==> config.mk <==
export PLATFORM = sky130hd
export DESIGN_NAME = seg_scan_decoder_flat
export DESIGN_NICKNAME = d
export VERILOG_FILES = /design/src/rtl/seg_scan_decoder_if.sv /design/src/rtl/seg_scan_decoder.sv /design/src/flat_wrapper.sv
export SDC_FILE = /design/constraint.sdc
export NUM_CORES = 1
export LEC_CHECK = 0
export ABC_AREA = 0
export CAP_MARGIN = 10
export CORE_MARGIN = 1
export CORE_UTILIZATION = 45
export DETAILED_ROUTE_END_ITERATION = 7
export GPL_TIMING_DRIVEN = 0
export PLACE_DENSITY_LB_ADDON = 0.1
export SKIP_CTS_REPAIR_TIMING = 1
export SLEW_MARGIN = 5
export SYNTH_ARGS = -nofsm -noshare
export SYNTH_HDL_FRONTEND = slang
export SYNTH_SLANG_ARGS = --single-unit
export TNS_END_PERCENT = 50
==> constraint.sdc <==
create_clock -name clk -period 3.65 [get_ports clk]
set_input_delay 0.5475 -clock clk [delete_from_list [all_inputs] [get_ports clk]]
set_output_delay 0.5475 -clock clk [all_outputs]
set_load 0.02 [all_outputs]
==> src/rtl/seg_scan_decoder_if.sv <==
// Segment/anode tap and recovered-digit outputs of the scan decoder.
// The master drives the display lines; the slave is the decoder.
interface seg_scan_decoder_if;
  logic [6:0]  nSEG;
  logic [3:0]  nAN;
  logic [15:0] digits;
  logic [3:0]  blank;
  logic        frame_valid;
  logic        err;
  logic        err_sticky;

  modport master (
    output nSEG, nAN,
    input  digits, blank, frame_valid, err, err_sticky
  );

  modport slave (
    input  nSEG, nAN,
    output digits, blank, frame_valid, err, err_sticky
  );
endinterface

==> src/rtl/seg_scan_decoder.sv <==
// Recovers BCD digits from multiplexed active-low 7-segment scan lines.
// A digit commits after STABLE_CYCLES identical single-anode samples.
module seg_scan_decoder #(
  parameter int unsigned STABLE_CYCLES = 4
) (
  input logic               clk,
  input logic               rst,
  seg_scan_decoder_if.slave bus
);
  localparam logic [7:0] ST    = 8'(STABLE_CYCLES);
  localparam logic [7:0] ST_M1 = 8'(STABLE_CYCLES - 1);

  logic [6:0]  nseg_s1_q, nseg_s2_q;
  logic [3:0]  nan_s1_q, nan_s2_q;
  logic [10:0] prev_q;
  logic [7:0]  cnt_q, cnt_d;
  logic [15:0] shadow_q, shadow_d;
  logic [3:0]  sblank_q, sblank_d;
  logic [3:0]  seen_q, seen_d;
  logic [15:0] digits_q, digits_d;
  logic [3:0]  blank_q, blank_d;
  logic        fv_q, fv_d;
  logic        err_q, err_d;
  logic        sticky_q, sticky_d;

  logic [6:0]  seg;
  logic [3:0]  an;
  logic [10:0] samp;
  logic        valid;
  logic [1:0]  idx;
  logic [3:0]  onehot;
  logic        legal;
  logic        is_blank;
  logic [3:0]  code;
  logic        same;
  logic        commit;
  logic        full;

  assign seg  = ~nseg_s2_q;
  assign an   = ~nan_s2_q;
  assign samp = {an, seg};
  assign same = (samp == prev_q);

  always_comb begin
    valid = 1'b1;
    idx   = 2'd0;
    case (an)
      4'b0001: idx = 2'd0;
      4'b0010: idx = 2'd1;
      4'b0100: idx = 2'd2;
      4'b1000: idx = 2'd3;
      default: valid = 1'b0;
    endcase
  end

  assign onehot = 4'b0001 << idx;

  // Lamp test (all segments) falls out as 8.
  always_comb begin
    legal    = 1'b1;
    is_blank = 1'b0;
    code     = 4'd0;
    case (seg)
      7'b1111110: code = 4'd0;
      7'b0110000: code = 4'd1;
      7'b1101101: code = 4'd2;
      7'b1111001: code = 4'd3;
      7'b0110011: code = 4'd4;
      7'b1011011: code = 4'd5;
      7'b1011111: code = 4'd6;
      7'b1110000: code = 4'd7;
      7'b1111111: code = 4'd8;
      7'b1111011: code = 4'd9;
      7'b0000000: is_blank = 1'b1;
      default:    legal = 1'b0;
    endcase
  end

  always_comb begin
    cnt_d = 8'd0;
    if (valid) begin
      if (!same)
        cnt_d = 8'd1;
      else if (cnt_q == ST)
        cnt_d = cnt_q;
      else
        cnt_d = cnt_q + 8'd1;
    end
  end

  assign commit = valid && same && (cnt_q == ST_M1);
  assign full   = ((seen_q | onehot) == 4'hF);

  always_comb begin
    shadow_d = shadow_q;
    sblank_d = sblank_q;
    seen_d   = seen_q;
    digits_d = digits_q;
    blank_d  = blank_q;
    fv_d     = 1'b0;
    err_d    = 1'b0;
    sticky_d = sticky_q;
    if (commit && legal) begin
      shadow_d[{idx, 2'b00} +: 4] = code;
      sblank_d[idx]               = is_blank;
      if (full) begin
        digits_d = shadow_d;
        blank_d  = sblank_d;
        fv_d     = 1'b1;
        seen_d   = 4'h0;
      end else begin
        seen_d = seen_q | onehot;
      end
    end else if (commit) begin
      err_d    = 1'b1;
      sticky_d = 1'b1;
    end
  end

  always_ff @(posedge clk or posedge rst) begin
    if (rst) begin
      nseg_s1_q <= '1;
      nseg_s2_q <= '1;
      nan_s1_q  <= '1;
      nan_s2_q  <= '1;
      prev_q    <= '0;
      cnt_q     <= '0;
      shadow_q  <= '0;
      sblank_q  <= 4'hF;
      seen_q    <= '0;
      digits_q  <= '0;
      blank_q   <= 4'hF;
      fv_q      <= 1'b0;
      err_q     <= 1'b0;
      sticky_q  <= 1'b0;
    end else begin
      nseg_s1_q <= bus.nSEG;
      nseg_s2_q <= nseg_s1_q;
      nan_s1_q  <= bus.nAN;
      nan_s2_q  <= nan_s1_q;
      prev_q    <= samp;
      cnt_q     <= cnt_d;
      shadow_q  <= shadow_d;
      sblank_q  <= sblank_d;
      seen_q    <= seen_d;
      digits_q  <= digits_d;
      blank_q   <= blank_d;
      fv_q      <= fv_d;
      err_q     <= err_d;
      sticky_q  <= sticky_d;
    end
  end

  assign bus.digits      = digits_q;
  assign bus.blank       = blank_q;
  assign bus.frame_valid = fv_q;
  assign bus.err         = err_q;
  assign bus.err_sticky  = sticky_q;
endmodule

==> src/flat_wrapper.sv <==
// flat-port wrapper written by rule: the top's interface ports become plain ports
module seg_scan_decoder_flat 
#(
  parameter int unsigned STABLE_CYCLES = 4
)
  (clk, rst, bus_nSEG, bus_nAN, bus_digits, bus_blank, bus_frame_valid, bus_err, bus_err_sticky);
  seg_scan_decoder_if bus_i ();
  input logic clk;
  input logic rst;
  input wire logic [$bits(bus_i.nSEG)-1:0] bus_nSEG;
  input wire logic [$bits(bus_i.nAN)-1:0] bus_nAN;
  output wire logic [$bits(bus_i.digits)-1:0] bus_digits;
  output wire logic [$bits(bus_i.blank)-1:0] bus_blank;
  output wire logic [$bits(bus_i.frame_valid)-1:0] bus_frame_valid;
  output wire logic [$bits(bus_i.err)-1:0] bus_err;
  output wire logic [$bits(bus_i.err_sticky)-1:0] bus_err_sticky;
  assign bus_i.nSEG = bus_nSEG;
  assign bus_i.nAN = bus_nAN;
  assign bus_digits = bus_i.digits;
  assign bus_blank = bus_i.blank;
  assign bus_frame_valid = bus_i.frame_valid;
  assign bus_err = bus_i.err;
  assign bus_err_sticky = bus_i.err_sticky;
  seg_scan_decoder #(.STABLE_CYCLES(STABLE_CYCLES)) u_core (.clk(clk), .rst(rst), .bus(bus_i));
endmodule
==> Yosys cells after proc, flatten, opt, wreduce, memory -nomap -nowiden <==
Cells that the tools add are included.
{ "totals": {"regBits": 88, "latchBits": 0, "mem_bits_rw": 0, "rom_bits": 0, "input_bits": 13, "out_inout_bits": 23, "memories": 0} }
{ "classes": {"n_addsub": 2, "mul": 0, "div_mod_pow": 0, "magnitude_cmp": 2, "n_eq_ne": 19, "shifts": 3, "n_mux": 17, "bitwise_logic": 4, "reduce_logical": 9} }
{ "ops": {"columns": ["operator", "count"], "rows": [
  ["$eq A7 B7 Y1 const B", 8],
  ["$pmux W4 S9", 1],
  ["$mux W8", 3],
  ["$bwmux W16", 1],
  ["$shift A4 B6 Y16 const A", 1],
  ["$shiftx A4 B6 Y16", 1],
  ["$eq A7 B6 Y1 const B", 2],
  ["$eq A11 B11 Y1", 1],
  ["$reduce_or A11 Y1", 1],
  ["$add A8 B1 Y8 const B", 1],
  ["$eq A4 B4 Y1 const B", 2],
  ["$eq A8 B2 Y1 const B", 1],
  ["$eq A8 B3 Y1 const B", 1],
  ["$mux W1", 8],
  ["$logic_not A7 Y1", 1],
  ["$not A7 Y7", 1],
  ["$neg A4 Y6", 1],
  ["$pmux W2 S3", 1],
  ["$bwmux W4", 1],
  ["$eq A4 B1 Y1 const B", 1],
  ["$eq A4 B2 Y1 const B", 1],
  ["$eq A4 B3 Y1 const B", 1],
  ["$logic_and A1 B1 Y1", 4],
  ["$mux W4", 1],
  ["10 further kinds", 11]
]} }

==> Logic depth before layout (Yosys ltp) <==
Gate-level depths: netlist (run 1).
{ "depth": {"ltp_word": 9, "mapped_depth": 10, "mapped_depth_nobuf": 8} }

==> Worst setup path after synthesis (run 1) <==
OpenSTA, ideal clock, no wires.
{ "synth_timing": {"path_type": "register to register", "start": "reg u_core.nan_s2_q[1]", "end": "reg u_core.digits_q[0], in the netlist u_core.bus.digits[0]", "arrival_time_ns": 2.692, "required_ns": 3.523, "path_slack_ns": 0.831, "stages_incl_launch_ff": 11, "cell_sequence": "dfstp_2 clkbuf_2 xor2_1 nand3_1 inv_1 ha_1 o22ai_1 or3_4 a211oi_4 buf_6 mux2_1"} }
{ "synth_via": {"elab_chain_cells": 8} }
{ "synth_rtl": {"columns": ["item", "line", "rtl"], "rows": [
  ["from (decl)", "seg_scan_decoder.sv:14", "logic [3:0] nan_s1_q, nan_s2_q;"],
  ["from (signal assigned)", "seg_scan_decoder.sv:140", "nan_s2_q <= nan_s1_q;"],
  ["$not A4 Y4 *", "seg_scan_decoder.sv:40", "assign an = ~nan_s2_q;"],
  ["branches (longest 7 deep; another with $neg A4 Y6)", null, null],
  ["to (signal assigned)", "seg_scan_decoder.sv:146", "digits_q <= digits_d;"],
  ["to (decl)", "seg_scan_decoder.sv:20", "logic [15:0] digits_q, digits_d;"]
]} }
Mark *: on every way between the ends.
A chain may end at the register's enable or synchronous reset.

==> Worst setup path in the final report (run 1) <==
{ "layout_timing": {"start": "reg u_core.nan_s2_q[1]", "end": "reg u_core.digits_q[1], in the netlist u_core.bus.digits[1]"} }
Same word-level chain as after synthesis.

==> flow_summary.yaml, run 1 <==
power_and_ir_drop:
  finalPower_mw: 1.870
  power.leakage_nw: 2.081
  peakVddDrop_mv: 0.2038
  power_density_nw_per_um2: 388.4
detailed_routing:
  wl_per_cell_um: 15.62
  drt_iter0_drc: 160
  vias_per_cell: 5.375
  detail_route.drc_violations: 0
  wirelength_mm: 7.746
  firstDrtPassIters: 4
  vias: 2666
  ant_nets: 0
floorplan:
  start_util_pct: 46.56
  pin_count: 36
  coreArea_um2: 8763
  fp-row-count: 34
  die_h_um: 97.22
  die_x_um: 97.22
  fp.dieArea_um2: 9452
yosys:
  synth_flop_cell: "dfrtp_1"
  syn_inst: 336
  async_flop_share_pct: 100.0
  synth.most_common_cell: "dfrtp_1"
  synthesis.nets: 358
  synth_top_area_cell: "dfrtp_1"
  ys_types: 53
  muxShareOfSynthArea_pct: 7.973
  synth_simple_gate_area_share_pct: 11.78
  yosys.area_share.adder_pct: 2.760
  synth_compound_area_share_pct: 12.63
  synth_warnings: 0
  synth_xor_area_share_pct: 4.508
  synth-edff-count: 0
  yosys-top-cells-area: "dfrtp_1 (36%), dfstp_2 (19%), mux2_1 (4.7%), o22ai_1 (4.3%), inv_1 (3.3%)"
  seq_area_frac_synth_pct: 54.89
  syn_area_um2: 4080
  synth_top_family_by_area: "compound AO/OA/AOI/OAI gates"
  synth_common_cells: "dfrtp_1 (58), inv_1 (36), dfstp_2 (30)"
  avgSynthCellArea_um2: 12.14
  ys_ff_latch: 88
  yosysTopAreaCellShare_pct: 35.57
finish:
  nets: 405
  fill_cells: 773
  n_antenna_cell: 0
  fin_cells: 496
  drive_gt1_share_pct: 23.71
  finish.utilization_pct: 54.94
  syn2layout_area_growth_pct: 18.00
min_path:
  hold_class: "reg2reg"
  hold_start: "u_core.nan_s1_q[2]"
cts:
  clkSinkCount: 88
  numCtsBuffers: 9
  root_buffer: "clkbuf_8"
  h-tree-depth: 3
  clkTransAtPathRegs_ns: 0.10
  clk_latency_ns: 0.37
  cts_tree: "yes"
  clock_path_buffers: 2
placed_design:
  dp_hpwl_mm: 5.285
  place_congestion: 0.8030
  dp_cells: 480
  port_buffers: 35
sta:
  post-route-period-util_pct: 91.55
  worst_pin_slew_ns: 0.7251
  fin_crit_ns: 3.341
  drv_slew: 0
  hold_viol: 0
  slew_headroom_pct: 51.66
  setup_viol: 0
  rsz0062_at_grt: "no"
  fmax_mhz: 299.3
  skew_ns: 0.01522
setup_path:
  cp-startpoint: "u_core.nan_s2_q[1]"
  path_max_fanout: 10
  rr_startpoint: "u_core.nan_s2_q[1]"
  worstPathRequired_ns: 3.90
  start_kind: "flop"
  crit_type: "reg2reg"
  crit_path_end_kind: "flop"
  critical_path_arrival_ns: 3.59
global_route:
  grtUsageMet1_pct: 25.51
  grt_max_degree: 53
  grtUsageMet3_pct: 4.388
  first_global_vias: 2640
  grt_util_met2_pct: 26.60
  grtUsageTotal_pct: 17.88
  grt-ovfl-total: 0
  antenna_found_initial: 0
  top_usage_layer: "met2"
  grt_pass1_wl_mm: 13.26
status:
  run_status: "completed"
flow_run:
  maxCapViolCount: 0
metal layers:
layer  routed length, µm  share of wire [%]  up-vias
met5                   0                  0        -
met4                 128                1.7        0
met3                 325                4.2       11
met2                3491                 45       59
met1                3801                 49     1315
li1                    -                  -     1281
power breakdown:
| group | switching (mW) | leakage (nW) | internal, mW | total (mW) |
|---|---|---|---|---|
| Combinational | 0.0789 | 0.870 | 0.0487 | 0.128 |
| Clock | 0.365 | 0.113 | 0.365 | 0.730 |
| Sequential | 0.00843 | 1.10 | 1.00 | 1.01 |
sequential cells by signal, indices dropped and copies added (netlist names):
register                count
u_core.bus.digits          16
u_core.nan_s2_q             4
u_core.bus.err              1
u_core.sblank_q             4
u_core.bus.frame_valid      1
u_core.nan_s1_q             4
u_core.bus.err_sticky       1
u_core.cnt_q                8
u_core.shadow_q            16
u_core.nseg_s1_q            7
u_core.seen_q               4
u_core.bus.blank            4
u_core.prev_q              11
u_core.nseg_s2_q            7
worst paths after layout:
check | endpoint | slack, ns | cells past startpoint
min in group asynchronous | u_core.bus.digits[0] | 0.56 | 2
max in group asynchronous | u_core.nan_s2_q[1] | 2.42 | 3
setup reg to reg | u_core.bus.digits[1] | 0.31 | 10
hold reg to reg | u_core.nan_s2_q[2] | 0.35 | 0
hold / removal | u_core.nan_s2_q[2] | 0.35 | 0
setup / recovery | u_core.bus.digits[1] | 0.31 | 10
layout make-up:
type	instances	area [µm²]	area share, %
plain buffers	14	87.58	1.819
clock buffers	10	148.9	3.093
clock inverters	6	70.07	1.455
inverters	36	137.6	2.859
multi-input cells	198	1618	33.60
flip-flops and latches	88	2240	46.52
well taps	108	135.1	2.807
repair buffers	36	377.9	7.848
layout by cell type (no fill, tap or decap), types with 3 or more instances in the layout:
master           instances
dfrtp_1                 58
inv_1                   35
clkdlybuf4s50_1         35
dfstp_2                 30
o22ai_1                 28
mux2_1                  17
nand2_1                 16
xnor2_1                 15
nor2_1                  13
nand3_1                 11
mux2_2                  11
ha_1                     9
clkbuf_8                 9
buf_2                    8
xor2_1                   6
and3_1                   6
nor3_1                   5
a22o_1                   4
o21ba_2                  4
o2bb2ai_1                4
nand4_1                  3
and2_1                   3
o2111a_1                 3
inv_6                    3
worst max-delay path: stages, from the launching register on:
cell and delay [ns]:
dfstp_2 0.53, clkbuf_2 0.16, xor2_1 0.15, nand3_1 0.25, inv_1 0.34, ha_1 0.29
o22ai_1 0.13, or3_4 0.37, a211oi_4 0.44, buf_6 0.23, mux2_1 0.33
metrics by stage:
step           setup TNS (ns)  setup slack (ns)  area [µm²]  hold slack [ns]
2_1_floorplan               0            0.8309        4080           0.3452
3_3_place_gp           -31.11           -0.5408        4566           0.3454
3_5_place_dp                0            0.3157        4596           0.3468
4_1_cts                     0            0.2865        4815           0.3512
5_1_grt                     0           0.06665        4815           0.3558
6_report                    0            0.3085        4815           0.3524
cells by family after synthesis:
group / count (synthesis)
simple gates: 79
compound gates: 60
fa+ha+maj: 9
xor+xnor: 21
mux: 29
flops: 88
buf+inv: 50
Power figures use the tool's default switching activity.
==> run 2: changes to the inputs <==
--- a/config.mk
+++ b/config.mk
@@ -9,6 +9,7 @@
 export CAP_MARGIN = 10
 export CORE_MARGIN = 1
 export CORE_UTILIZATION = 45
+export CTS_CLUSTER_SIZE = 8
 export DETAILED_ROUTE_END_ITERATION = 7
 export GPL_TIMING_DRIVEN = 0
 export PLACE_DENSITY_LB_ADDON = 0.1
==> results of run 2 <==
Final layout, timing and power as in run 1 (identical DEF).
